**src/rtl/kd_pkg.sv**
```systemverilog
// kd_pkg: widths, state codes and slice helper for the kd-tree blocks.
// Shared by kd_search and the compare-exchange sorting network.
package kd_pkg;

  localparam logic [2:0] S_IDLE  = 3'd0;
  localparam logic [2:0] S_FETCH = 3'd1;
  localparam logic [2:0] S_EVAL  = 3'd2;
  localparam logic [2:0] S_POP   = 3'd3;
  localparam logic [2:0] S_DONE  = 3'd4;

  function automatic int clog2_min1(int v);
    return (v > 1) ? $clog2(v) : 1;
  endfunction

  function automatic int dim_size(int range);
    return $clog2(range);
  endfunction

  function automatic int center_size(int dim, int range);
    return dim * dim_size(range);
  endfunction

  function automatic int dist_size(int dim, int range);
    return $clog2(range * dim);
  endfunction

  function automatic int axis_size(int dim);
    return clog2_min1(dim);
  endfunction

  function automatic int idx_size(int depth);
    return clog2_min1((1 << depth) - 1);
  endfunction

  function automatic int lvl_size(int depth);
    return clog2_min1(depth);
  endfunction

  // LSB of coordinate d inside a packed point/center vector
  function automatic int coord_lsb(int d, int ds);
    return d * ds;
  endfunction

endpackage

```
**src/rtl/kd_node_dist.sv**
```systemverilog
// kd_node_dist: Manhattan distance of a point to one center,
// plus plane distance and branch direction on the split axis.
module kd_node_dist
  import kd_pkg::*;
#(
  parameter int dim = 3,
  parameter int data_range = 255,
  localparam int DS = dim_size(data_range),
  localparam int CS = center_size(dim, data_range),
  localparam int DT = dist_size(dim, data_range),
  localparam int AW = axis_size(dim)
) (
  input  logic [CS-1:0] point_i,
  input  logic [CS-1:0] center_i,
  input  logic [AW-1:0] axis_i,
  output logic [DT-1:0] dst_o,
  output logic [DS-1:0] plane_o,
  output logic          left_o
);

  // sum of per-coordinate absolute differences
  always_comb begin
    logic [DS-1:0] p;
    logic [DS-1:0] c;
    logic [DS-1:0] ad;
    dst_o   = '0;
    plane_o = '0;
    left_o  = 1'b1;
    p       = '0;
    c       = '0;
    ad      = '0;
    for (int d = 0; d < dim; d++) begin
      p     = point_i[coord_lsb(d, DS) +: DS];
      c     = center_i[coord_lsb(d, DS) +: DS];
      ad    = (p > c) ? (p - c) : (c - p);
      dst_o = dst_o + DT'(ad);
      if (axis_i == AW'(d)) begin
        plane_o = ad;
        left_o  = (p <= c);
      end
    end
  end

endmodule

```
**src/rtl/kd_search.sv**
```systemverilog
// kd_search: nearest-center walk over a heap-ordered kd-tree.
// Define KD_SEARCH_BACKTRACK_EN for exact search with a sibling stack.
module kd_search
  import kd_pkg::*;
#(
  parameter int dim = 3,
  parameter int data_range = 255,
  parameter int depth = 3,
  localparam int DS = dim_size(data_range),
  localparam int CS = center_size(dim, data_range),
  localparam int DT = dist_size(dim, data_range),
  localparam int AW = axis_size(dim),
  localparam int IW = idx_size(depth),
  localparam int LW = lvl_size(depth)
) (
  input  logic          clk,
  input  logic          rst,
  input  logic          in_valid,
  output logic          in_ready,
  input  logic [CS-1:0] point_in,
  output logic [IW-1:0] node_addr,
  input  logic [CS-1:0] node_data,
  output logic          out_valid,
  input  logic          out_ready,
  output logic [IW-1:0] best_idx,
  output logic [CS-1:0] best_center,
  output logic [DT-1:0] best_dst
);

  logic [2:0]    state_q, state_d;
  logic [CS-1:0] pt_q, pt_d;
  logic [IW-1:0] cur_q, cur_d;
  logic [LW-1:0] lvl_q, lvl_d;
  logic [IW-1:0] bidx_q, bidx_d;
  logic [CS-1:0] bctr_q, bctr_d;
  logic [DT-1:0] bdst_q, bdst_d;

  logic [AW-1:0] axis;
  logic [DT-1:0] dst;
  logic [DS-1:0] plane;
  logic          go_left;
  logic          leaf;
  logic [IW-1:0] lchild;
  logic [IW-1:0] rchild;

  assign axis   = AW'(int'(lvl_q) % dim);
  assign leaf   = (int'(lvl_q) == depth - 1);
  assign lchild = IW'(2 * int'(cur_q) + 1);
  assign rchild = IW'(2 * int'(cur_q) + 2);

  kd_node_dist #(
    .dim        (dim),
    .data_range (data_range)
  ) u_dist (
    .point_i  (pt_q),
    .center_i (node_data),
    .axis_i   (axis),
    .dst_o    (dst),
    .plane_o  (plane),
    .left_o   (go_left)
  );

`ifdef KD_SEARCH_BACKTRACK_EN
  localparam int SD = (depth > 1) ? depth - 1 : 1;
  localparam int SW = clog2_min1(SD + 1);

  logic [SW-1:0] sp_q, sp_d;
  logic [IW-1:0] stk_idx_q [2**SW];
  logic [LW-1:0] stk_lvl_q [2**SW];
  logic [DS-1:0] stk_pln_q [2**SW];
  logic          push;
  logic [SW-1:0] top;

  assign top = sp_q - SW'(1);

  // sibling stack storage; only the pointer needs a reset
  always_ff @(posedge clk) begin
    if (push) begin
      stk_idx_q[sp_q] <= go_left ? rchild : lchild;
      stk_lvl_q[sp_q] <= lvl_q + LW'(1);
      stk_pln_q[sp_q] <= plane;
    end
  end

  // stack pointer
  always_ff @(posedge clk or posedge rst) begin
    if (rst) sp_q <= '0;
    else     sp_q <= sp_d;
  end
`else
  logic [DS-1:0] unused_plane;
  assign unused_plane = plane;
`endif

  // next-state and datapath control
  always_comb begin
    state_d = state_q;
    pt_d    = pt_q;
    cur_d   = cur_q;
    lvl_d   = lvl_q;
    bidx_d  = bidx_q;
    bctr_d  = bctr_q;
    bdst_d  = bdst_q;
`ifdef KD_SEARCH_BACKTRACK_EN
    sp_d    = sp_q;
    push    = 1'b0;
`endif
    unique case (state_q)
      S_IDLE: begin
        if (in_valid) begin
          pt_d    = point_in;
          cur_d   = '0;
          lvl_d   = '0;
          bdst_d  = '1;
`ifdef KD_SEARCH_BACKTRACK_EN
          sp_d    = '0;
`endif
          state_d = S_FETCH;
        end
      end
      S_FETCH: state_d = S_EVAL;
      S_EVAL: begin
        if (dst < bdst_q) begin
          bidx_d = cur_q;
          bctr_d = node_data;
          bdst_d = dst;
        end
        if (!leaf) begin
          cur_d   = go_left ? lchild : rchild;
          lvl_d   = lvl_q + LW'(1);
          state_d = S_FETCH;
`ifdef KD_SEARCH_BACKTRACK_EN
          push    = 1'b1;
          sp_d    = sp_q + SW'(1);
`endif
        end else begin
`ifdef KD_SEARCH_BACKTRACK_EN
          state_d = S_POP;
`else
          state_d = S_DONE;
`endif
        end
      end
`ifdef KD_SEARCH_BACKTRACK_EN
      S_POP: begin
        if (sp_q == '0) begin
          state_d = S_DONE;
        end else begin
          sp_d = top;
          if (DT'(stk_pln_q[top]) < bdst_q) begin
            cur_d   = stk_idx_q[top];
            lvl_d   = stk_lvl_q[top];
            state_d = S_FETCH;
          end
        end
      end
`endif
      S_DONE: begin
        if (out_ready) state_d = S_IDLE;
      end
      default: state_d = S_IDLE;
    endcase
  end

  // state and result registers
  always_ff @(posedge clk or posedge rst) begin
    if (rst) begin
      state_q <= S_IDLE;
      pt_q    <= '0;
      cur_q   <= '0;
      lvl_q   <= '0;
      bidx_q  <= '0;
      bctr_q  <= '0;
      bdst_q  <= '0;
    end else begin
      state_q <= state_d;
      pt_q    <= pt_d;
      cur_q   <= cur_d;
      lvl_q   <= lvl_d;
      bidx_q  <= bidx_d;
      bctr_q  <= bctr_d;
      bdst_q  <= bdst_d;
    end
  end

  assign in_ready    = (state_q == S_IDLE);
  assign out_valid   = (state_q == S_DONE);
  assign node_addr   = cur_q;
  assign best_idx    = bidx_q;
  assign best_center = bctr_q;
  assign best_dst    = bdst_q;

endmodule

```
**config.mk**
```make
export PLATFORM = sky130hd
export DESIGN_NAME = kd_search
export DESIGN_NICKNAME = d
export VERILOG_FILES = /design/src/rtl/kd_pkg.sv /design/src/rtl/kd_node_dist.sv /design/src/rtl/kd_search.sv
export SDC_FILE = /design/constraint.sdc
export NUM_CORES = 1
export LEC_CHECK = 0
export ABC_AREA = 1
export ABC_CLOCK_PERIOD_IN_PS = 6550
export CORE_UTILIZATION = 56
export CTS_BUF_LIST = sky130_fd_sc_hd__clkbuf_2 sky130_fd_sc_hd__clkbuf_4 sky130_fd_sc_hd__clkbuf_8
export DETAILED_ROUTE_END_ITERATION = 8
export PLACE_DENSITY = 0.83
export SLEW_MARGIN = 20
export SYNTH_ARGS = -nofsm -noshare
export SYNTH_HDL_FRONTEND = slang
export SYNTH_SLANG_ARGS = --single-unit
```
**constraint.sdc**
```tcl
create_clock -name clk -period 6.55 [get_ports clk]
set_input_delay 1.6375 -clock clk [delete_from_list [all_inputs] [get_ports clk]]
set_output_delay 1.6375 -clock clk [all_outputs]
set_load 0.005 [all_outputs]
```
# Word level (Yosys, flattened, before mapping)
# Cells that the tools add are included.
[word_totals] reg_bits=69 inputBits=52 elab_cells=64
[op_classes] mux=20 reduce_logical=8 n_eq_ne=10 order_cmp=7 add_sub_neg=11 n_div=1
[op_table] operator="subtractor 8 bit" count=6
[op_table] operator="remainder unit 3 x 3 -> 32 bit, second input constant" count=1
[op_table] operator="greater-than comparator 8 bit" count=3
[op_table] operator="less-or-equal comparator 8 bit" count=3
[op_table] operator="2-to-1 mux 8 bit" count=3
[op_table] operator="2-to-1 mux 10 bit" count=2
[op_table] operator="case mux 10 bit (2 select lines)" count=1
[op_table] operator="2-to-1 mux 3 bit" count=6
[op_table] operator="case mux 3 bit (4 select lines)" count=1
[op_table] operator="adder 10 x 8 -> 10 bit" count=1
[op_table] operator="less-than comparator 10 bit" count=1
[op_table] operator="adder 8 x 8 -> 9 bit" count=1
[op_table] operator="!= test 2 bit, second input constant" count=3
[op_table] operator="case mux 3 bit (2 select lines)" count=1
[op_table] operator="AND reduction 2 bit" count=3
[op_table] operator="AND reduction 3 bit" count=2
[op_table] operator="== test 2 bit, second input constant" count=2
[op_table] operator="2-to-1 mux 2 bit" count=2
[op_table] operator="case mux 2 bit (2 select lines)" count=1
[op_table] operator="adder 3 x 1 -> 3 bit, second input constant" count=1
[op_table] operator="adder 3 x 2 -> 3 bit, second input constant" count=1
[op_table] operator="== test 3 x 1 -> 1 bit, second input constant" count=1
[op_table] operator="== test 3 x 2 -> 1 bit, second input constant" count=1
[op_table] operator="== test 3 bit, second input constant" count=1
[op_table] operator="7 further kinds" count=9

# Logic depth before layout (Yosys ltp)
[depth] depth_word=8 depth_mapped=41 depth_no_buf=40

# By module
# From an unflattened synthesis, not the netlist that was laid out.
[hier_totals] hier_cells=917 hier_area_um2=6516.2
[by_module_without_submodules] mod="kd_node_dist" n_inst=1 cells_per_inst=616 area_each_um2=3394.5 seq_area_each_um2=0.0
[by_module_without_submodules] mod="kd_search" n_inst=1 cells_per_inst=301 area_each_um2=3121.7 seq_area_each_um2=1726.7

# Worst setup path after synthesis
# OpenSTA, ideal clock, no wires.
[synth_timing] path_type="input to register" start="in node_data[0]" end="reg bdst_q[9] (netlist: best_dst[9])" t_required_ns=6.430 arrival_ns=5.976 path_buffers=2 path_stages=40 path_slack_ns=0.455 path_cell_list="ha_1 > inv_1 > fa_1 > nand3_1 > nand3_1 > nand2_1 > nand2_1 > nand2_2 > nand2_1 > o21ai_0 > xnor2_1 > inv_1 > ha_1 > a21oi_1 > nand2_1 > a21oi_1 > nor2_1 > nor2_1 > (+4 left out) > inv_1 > nand4_1 > nand3_1 > nand2_1 > nand3_1 > inv_1 > nand2_1 > nand2_1 > ha_1 > nand2_1 > nor2_1 > o211ai_1 > nand3b_1 > buf_4 > nand2_4 > buf_4 > o21ai_0 > inv_1"
[synth_between] elab_chain_cells=7 elab_cells_between_ends=11 classes_between="add/sub (4); order compare (2); eq/ne (1); mux (3); reduce/logical (1)"
[synth_lines] item="from (decl)" line_no="kd_search.sv:22" text="input logic [CS-1:0] node_data,"
[synth_lines] item="subtractor 8 bit / greater-than comparator 8 bit (equally long branches)" line_no="kd_node_dist.sv:35" text="ad = (p > c) ? (p - c) : (c - p);"
[synth_lines] item="2-to-1 mux 8 bit (*)" line_no="kd_node_dist.sv:35"
[synth_lines] item="adder 8 x 8 -> 9 bit (*)" line_no="kd_node_dist.sv:36" text="dst_o = dst_o + DT'(ad);"
[synth_lines] item="adder 10 x 8 -> 10 bit (*)" line_no="kd_node_dist.sv:36"
[synth_lines] item="less-than comparator 10 bit" line_no="kd_search.sv:123" text="if (dst < bdst_q) begin"
[synth_lines] item="!= test 2 bit (no line)"
[synth_lines] item="AND reduction 3 bit (no line)"
[synth_lines] item="to (signal assigned)" line_no="kd_search.sv:182" text="bdst_q <= bdst_d;"
[synth_lines] item="to (decl)" line_no="kd_search.sv:36" text="logic [DT-1:0] bdst_q, bdst_d;"
# Every way passes the cells marked *; elsewhere a longest branch is shown, timed or not. The select of a mux whose other input is x is not followed.
# A chain may end at the register's enable or synchronous reset.

# Final worst setup path
[layout_timing] start="in node_data[3]" end="reg bdst_q[8] (netlist: best_dst[8])"
# Same word-level chain as after synthesis.

==> results_dict.tcl <==
set metrics [dict create \
    pre_cts_ws_ns -0.430 \
    ioPinCount 94 \
    fillers 605 \
    min_path_type "reg -> reg" \
    viasPerCell 5.40 \
    drt_iter0_markers 284 \
    synth_edf_count 0 \
    max_freq_mhz 150 \
    path_class "in -> reg" \
    hold_viol 0 \
    dieArea_um2 10700 \
    slowest_stage "clkdlybuf4s50_1" \
    globalplace.congestion 0.992 \
    clk_pin_slew_worst_paths_ns 0.08 \
    insertion_delay_ns 0.37 \
    grt_overflow_total 0 \
    yosys_warnings 0 \
    worstSetupStartpointType "input pin" \
    period_share_pct 102 \
    synth_top_cells_by_area "dfrtp_1 30%, ha_1 16%, nand2_1 10%" \
    arrival_ns 6.91 \
    worstPathMaxFanout 8 \
    synthesis.area_um2 5750 \
    syn2layout_area_growth_pct 37.3 \
    cap_violations 0 \
    synth_cell_type_count 38 \
    cp-end-kind "flip-flop" \
    setup_violations 37 \
    syn-num-nets 899 \
    portBuffers 93 \
    clock_skew_ns 0.0108 \
    cts_made_buffers 9 \
    initial_utilization_pct 58.3 \
    syn_avg_cell_area_um2 7.49 \
    synth_area_leader_cell "dfrtp_1" \
    drc 0 \
    antenna_left 0 \
    cts.sinks 69 \
    relSlewSlack_pct 41.2 \
    async_reset_ff_share_pct 100 \
    cts_root_buffer "clkbuf_8" \
    synthFlopType "dfrtp_1" \
    fp.coreArea_um2 9860 \
    synth-seq-area-share_pct 30.0 \
    layout.nets 1065 \
    maxSlewViolCount 0 \
    grt_pass1_wl_um 24200 \
    yosysTopAreaCellShare_pct 30.0 \
    critical-path-max-stage-delay_ns 0.48 \
    ys_ff_latch 69 \
    layout-drive-gt1-share_pct 19.4 \
    worstMarginPinSlew_ns 0.882 \
    grt_pass1_vias 5698 \
    cts_tree "yes" \
    postCtsHoldBufs 0 \
    status "finished with violations" \
    wl_per_cell_um 15.1 \
    ctsLongestPathBuffers 2 \
    row_count 36 \
    timing.final.ws_setup_ns -0.108 \
    fin_crit_ns 6.66 \
    violations "setup timing" \
    grtUsageTotal_pct 28.9 \
    syn_inst 767 \
    wl_um 16100 \
    dr.pass1.iters 5 \
    dpl.hpwl_um 11000 \
    required_ns 6.81 \
    die_w_um 103 \
    cts.htree.levels 3 \
    dieHeight_um 103 \
    grt_antenna_before_repair 0 \
    antenna_cells 0 \
    grt_max_degree 70 \
    dr_total_vias 5782 \
]
[through the flow]
step / utilization [%] / hold slack [ns] / cell area (µm²) / setup TNS, ns / cells
finish: 80.0 / 0.469 / 7890 / -1.84 / 1071
global route: 80.0 / 0.484 / 7890 / -8.71 / 1071
CTS: 75.5 / 0.473 / 7450 / -0.0221 / 1061
detailed placement: 73.7 / 0.462 / 7270 / -14.28 / 1045
global placement: 73.7 / 0.442 / 7270 / -4.63 / 1045
floorplan: - / 0.429 / 5750 / 0 / 767
[cell usage after synthesis (2+ instances only)]
library cell and count:
mux2_2 3, clkbuf_1 3, nand2_4 2, buf_4 8
a31oi_1 2, o211ai_1 3, nand2_2 9, xnor2_1 12
o21bai_1 2, nor2_1 48, a21o_1 4, o22ai_1 3
inv_1 144, inv_2 2, o21a_1 2, fa_1 8
nand4_1 7, o221ai_1 6, nand2_1 156, o21ai_2 2
ha_1 72, dfrtp_1 69, buf_2 7, nor2_2 2
o21ai_1 2, nand3b_1 2, a21oi_1 66, nor3_1 5
nand3_1 26, xor2_1 25, o21ai_0 58
[cell usage in the layout, fill, tap and decap left out, types with 11 or more instances in the layout]
master	count
a21oi_1	57
buf_4	77
clkdlybuf4s50_1	91
dfrtp_1	69
ha_1	53
ha_4	15
inv_1	139
nand2_1	150
nand2_2	14
nand3_1	24
nor2_1	45
o21ai_0	43
o21ai_2	11
xor2_1	24
[path summary, 6_finish.rpt]
path	start	to	slack [ns]	cells after the start
max	node_data[3]	best_dst[8]$_DFFE_PP0P_	-0.11	38
min	state_q[2]$_DFFE_PP0P_	state_q[1]$_DFFE_PP0P_	0.47	1
max reg2reg	pt_q[0]$_DFFE_PP0P_	best_dst[8]$_DFFE_PP0P_	1.05	40
min reg2reg	state_q[2]$_DFFE_PP0P_	state_q[1]$_DFFE_PP0P_	0.47	1
max in group asynchronous	rst	best_dst[5]$_DFFE_PP0P_	4.13	3
min in group asynchronous	rst	pt_q[14]$_DFFE_PP0P_	1.85	3
[area by class of cell]
| type | count | area, µm² | share of cell area (%) |
|---|---|---|---|
| sequential | 69 | 1730 | 21.9 |
| timing repair buffer | 173 | 1560 | 19.7 |
| multi-input combinational | 532 | 3710 | 47.0 |
| clock buffer | 9 | 124 | 1.57 |
| tap | 133 | 166 | 2.11 |
| clock inverter | 7 | 51.3 | 0.650 |
| inverter | 148 | 559 | 7.09 |
[kinds of logic after synthesis]
group	synth area share [%]
adders and majority gates	18.5
buffers and inverters	11.8
and+or+nand+nor	18.8
AOI/OAI and AO/OA	14.7
DFF	30.0
xor gates and xnor gates	5.64
muxes	0.588
[registers in the layout, indices dropped and copies added (netlist names)]
name / cells
lvl_q: 2
node_addr: 3
best_dst: 10
state_q: 3
pt_q: 24
best_idx: 3
best_center: 24
[per-layer routing]
metal / track usage (%) / part of all wire, %
met1: 31.7 / 39
met3: 4.77 / 5.4
met4: 14.7 / 4.1
met2: 53.7 / 51
met5: 0 / 0
[critical path, delay by kind of cell]
kind / cells / cell delay (ns)
xor+xnor: 2 / 0.28
fa+ha+maj: 4 / 1.20
compound gates: 5 / 0.64
buf+inv: 8 / 1.13
simple gates: 19 / 2.03
[what timing repair did]
action | 4_1_cts | 5_1_grt
gates resized for setup | 4 | 77
buffers inserted | 0 | 9
endpoints found under the setup margin | 37 | 37
cloned | 0 | 1
pin swaps | 0 | 29
Power is left out: the tool's default activity adds up to more than one toggle a clock period on the data nets, which glitch-free logic cannot reach.
==> variant 1, RTL diff (config.mk and constraints unchanged) <==
Add a define of `KD_SEARCH_BACKTRACK_EN`.
--- a/src/rtl/kd_search.sv
+++ b/src/rtl/kd_search.sv
@@ -2,2 +2,4 @@
 // Define KD_SEARCH_BACKTRACK_EN for exact search with a sibling stack.
+`define KD_SEARCH_BACKTRACK_EN
+
 module kd_search
Function: changed (Yosys sat finds a counterexample within 10 cycles, from zero or initial values and one cycle with rst high).
==> variant 1 against the unedited design <==
Synthesized area grew 45%. Design area rose by 37%. Sequential cell count up 54. Hold slack better by 18 ps. Routed wire length up 31%. Worst setup slack gained 200 ps. First-iteration DRC count up 61%. Global-route usage is 1.0 points lower. Highest routed layer unchanged.
Power is left out: the tool's default activity adds up to more than one toggle a clock period on the data nets, which glitch-free logic cannot reach.
==> variant 1: results (changes against the unedited design) <==
stage	metric	value	unit	change
detailed_routing	met2 WL	10800	um	was 8270 um
placed_design	DP HPWL	15200	um	was 11000 um
grt	largest net degree at the start of global routing	72		was 70
critical_path	Critical Path Sink	best_center[1]$_DFFE_PP0P_		was best_dst[8]$_DFFE_PP0P_
critical_path	CP startpoint	node_data[15]		was node_data[3]
logic_synthesis	synth unique cells	48		was 38
clock_tree	clk_lat worst skew	460	ps	was 370 ps
final_layout	layout cell share with drive strength beyond 1	19.6	%	was 19.4%
logic_synthesis	Gate Count Post-Synth	986		was 767
critical_path	FF-to-FF setup slack	1120	ps	was 1050 ps
placed_design	gpl congestion	0.890		was 0.992
logic_synthesis	sequential fraction of the synthesis area	40.1	%	was 30.0%
detailed_routing	Pre-antenna DRT Iters	7		was 5
logic_synthesis	top cells by area, synth	dfrtp_1 (21%), edfxtp_1 (19%), ha_1 (12%)		was dfrtp_1 (30%), ha_1 (16%), nand2_1 (10%)
critical_path	WP data arrival	6790	ps	was 6910 ps
detailed_routing	Post-Route WL	21100	um	was 16100 um
clock_tree	TritonCTS Buffers	17		was 9
hold_path	Hold Path Cell Cnt	2		was 1
status	status	finished clean		was complete, but fails checks
grt	first-pass GRT wire length	32600	um	was 24200 um
logic_synthesis	Synth Area in Compound Gates	14.7	%	about the same
clock_tree	post-CTS sizing	2		was 4
grt	met1 Resource Use GR	33.6	%	was 31.7%
logic_synthesis	adder-cell share of the synthesized area	14.3	%	was 18.5%
logic_synthesis	number of flops mapped to enable cells by yosys	52		was 0
logic_synthesis	Post-Synth XOR/XNOR Area	3.90	%	was 5.64%
grt	vias in the first global route	7139		was 5698
logic_synthesis	most frequent cells after synthesis	nand2_1 (203), inv_1 (148), o21ai_0 (119), ha_1 (82), dfrtp_1 (71)		was nand2_1 (156), inv_1 (144), ha_1 (72), dfrtp_1 (69), a21oi_1 (66)
logic_synthesis	multiplexer share of the synthesized area	0.617	%	was 0.588%
detailed_routing	DR vias/cell	5.39		was 5.40
final_layout	Most flops, register	stk_pln_q		
logic_synthesis	Post-synth ARST share	57.7	%	was 100%
critical_path	worst-path maximum fanout	10		was 8
detailed_routing	wire length on met3	1050	um	was 871 um
hold_path	hold wc startpoint	pt_q[23]$_DFFE_PP0P_		was state_q[2]$_DFFE_PP0P_
grt	M2 GR Usage	48.4	%	was 53.7%
grt	Total Routing Usage GR	27.9	%	was 28.9%
final_layout	final instance count without filler cells	1377		was 1071
detailed_routing	Post-Route M1 WL	8700	um	was 6330 um
timing	Clock Skews	15.7	ps	was 10.8 ps
logic_synthesis	Synth Net Count	1128		was 899
variant 1: layout make-up:
cell class              count  area, um2
fillers                   977       3690
well taps                 184        230
flip-flops and latches    123       3340
clock inverters            13        145
repair buffers            201       1790
inverters                 154        578
clock buffers              19        249
multi-input cells         683       4520
variant 1: through the flow:
step,hold WS [ps],cell area (um2),utilization [%],TNS [ps],setup slack (ps)
after CTS,489,10500,72.4,0,28.3
after global placement,462,10100,69.7,-9690,-287
after detailed placement,471,10100,69.7,-16860,-526
final,487,10800,74.6,0,96.9
after global routing,512,10800,74.6,-6420,-254
after floorplan,446,8320,-,0,128
variant 1: worst register-to-register path: cells and delay by family, from the launching register on:
kind / cells / cell delay [ps]
AO/OA/AOI/OAI: 8 / 1090
XOR/XNOR: 2 / 400
adder cells (fa/ha/maj): 5 / 1370
buffers and inverters: 6 / 660
flip-flops: 1 / 350
AND/OR/NAND/NOR: 16 / 1430
==> variant 2, RTL diff (same flow settings) <==
Made on the original files. `pt_q` no longer has a reset.
--- a/src/rtl/kd_search.sv
+++ b/src/rtl/kd_search.sv
@@ -168,3 +168,2 @@
       state_q <= S_IDLE;
-      pt_q    <= '0;
       cur_q   <= '0;
@@ -176,3 +175,2 @@
       state_q <= state_d;
-      pt_q    <= pt_d;
       cur_q   <= cur_d;
@@ -183,2 +181,6 @@
     end
+  end
+
+  always_ff @(posedge clk) begin
+    pt_q <= pt_d;
   end
Formal check against the unedited RTL: same outputs for any inputs over 4 cycles, from zero or initial values and one cycle with rst high; that may be too few to reach the edited logic, so the function may still have changed.
==> variant 2 against the unedited design <==
Design area is 2.4% higher. Synthesized area is 2.1% lower. Worst setup slack gained 140 ps. Sequential cell count unchanged. Hold slack improved by 21 ps. Synthesized cell count is 5.9% lower. Routed wire length up 4.0%. Largest cell class unchanged. Critical path depth down 3. Fmax is 2.1% higher.
Power is not shown: default switching activity piles up to over one toggle a cycle in this logic, so the estimate is an artifact.
==> variant 2: results (changes against the unedited design) <==
stage	metric	value	unit	change
placed_design	gpl congestion	1.02		was 0.992
timing	Slew headroom	29.9	%	was 41.2%
critical_path	worst-path maximum fanout	7		was 8
logic_synthesis	Synth Net Count	854		was 899
final_layout	inverters	150		was 148
final_layout	multi-input gates	495		was 532
logic_synthesis	number of flops mapped to enable cells by yosys	24		was 0
final_layout	layout cell share with drive strength beyond 1	22.3	%	was 19.4%
final_layout	Final #Nets	1022		was 1065
final_layout	non-clk buf share	20.1	%	was 19.7%
critical_path	FF-to-FF End	best_idx[0]$_DFFE_PP0P_		was best_dst[8]$_DFFE_PP0P_
hold_path	Hold Path Cell Cnt	2		was 1
final_layout	Buffers excl. clock	165		was 173
logic_synthesis	sequential fraction of the synthesis area	32.8	%	was 30.0%
grt	largest net degree at the start of global routing	46		was 70
logic_synthesis	Post-synth ARST share	65.2	%	was 100%
logic_synthesis	synth unique cells	36		was 38
critical_path	FF-to-FF path depth	36		was 40
hold_path	Hold Path Sink	best_center[17]$_DFFE_PP0P_		was state_q[1]$_DFFE_PP0P_
detailed_routing	Pre-antenna DRT Iters	8		was 5
detailed_routing	via count	5653		was 5782
timing	Hold Slack	490	ps	was 469 ps
critical_path	FF-to-FF Start	pt_q[8]$_DFFE_PP_		was pt_q[0]$_DFFE_PP0P_
status	status	finished clean		was complete, but fails checks
hold_path	hold wc startpoint	best_center[17]$_DFFE_PP0P_		was state_q[2]$_DFFE_PP0P_
grt	first-pass GRT wire length	23100	um	was 24200 um
grt	Total Routing Usage GR	28.8	%	was 28.9%
logic_synthesis	top cells by area, synth	dfrtp_1 (20%), ha_1 (16%), edfxtp_1 (13%)		was dfrtp_1 (30%), ha_1 (16%), nand2_1 (10%)
final_layout	multi-input gate share of total cell area	44.8	%	was 47.0%
variant 2: worst max-delay path by stage:
stage	from	end	cells after the start
6_report	node_data[12]	best_idx[0]$_DFFE_PP0P_	35
3_3_place_gp	node_data[0]	best_center[4]$_DFFE_PP0P_	38
5_1_grt	node_data[15]	best_idx[0]$_DFFE_PP0P_	37
2_1_floorplan	node_data[8]	best_dst[9]$_DFFE_PP0P_	39
4_1_cts	node_data[8]	best_dst[5]$_DFFE_PP0P_	38
3_5_place_dp	node_data[8]	best_center[5]$_DFFE_PP0P_	38
variant 2: critical path, delay by kind of cell:
kind	cells	cell delay [ps]
xor gates and xnor gates	3	530
adders and majority gates	4	1080
buffers and inverters	8	1320
and+or+nand+nor	15	1490
AOI/OAI and AO/OA	5	730
variant 2: cell families (layout without fill, tap and decap cells):
logic type	after synthesis	after routing	share of synthesized area (%)
adders and majority gates	80	80	18.9
xor gates and xnor gates	36	36	5.60
DFF	69	69	32.8
and+or+nand+nor	253	254	19.5
AOI/OAI and AO/OA	125	125	12.3
buffers and inverters	159	331	10.9
variant 2: per-layer routing:
layer	track usage, %	share of wire, %	wire, um
met1	31.4	38	6340
met2	53.9	51	8600
met3	3.83	5.7	952
met4	15.3	5.3	893
met5	0	0	0
variant 2: metrics by stage:
step                setup WS [ps]  TNS [ps]  instance area [um2]  cells
floorplan                     486         0                 5630    722
global placement             -106     -2670                 7130    998
detailed placement           -427    -12670                 7130    998
CTS                         -19.4     -31.4                 7390   1014
global route                 -210     -5980                 8080   1028
finish                       30.5         0                 8080   1028
variant 2: what timing repair did:
action	4_1_cts	5_1_grt
pin swaps	0	33
buffers inserted	0	9
resized for setup	2	117
gates cloned	0	5
hold buffers	0	0
setup endpoints to repair	13	37
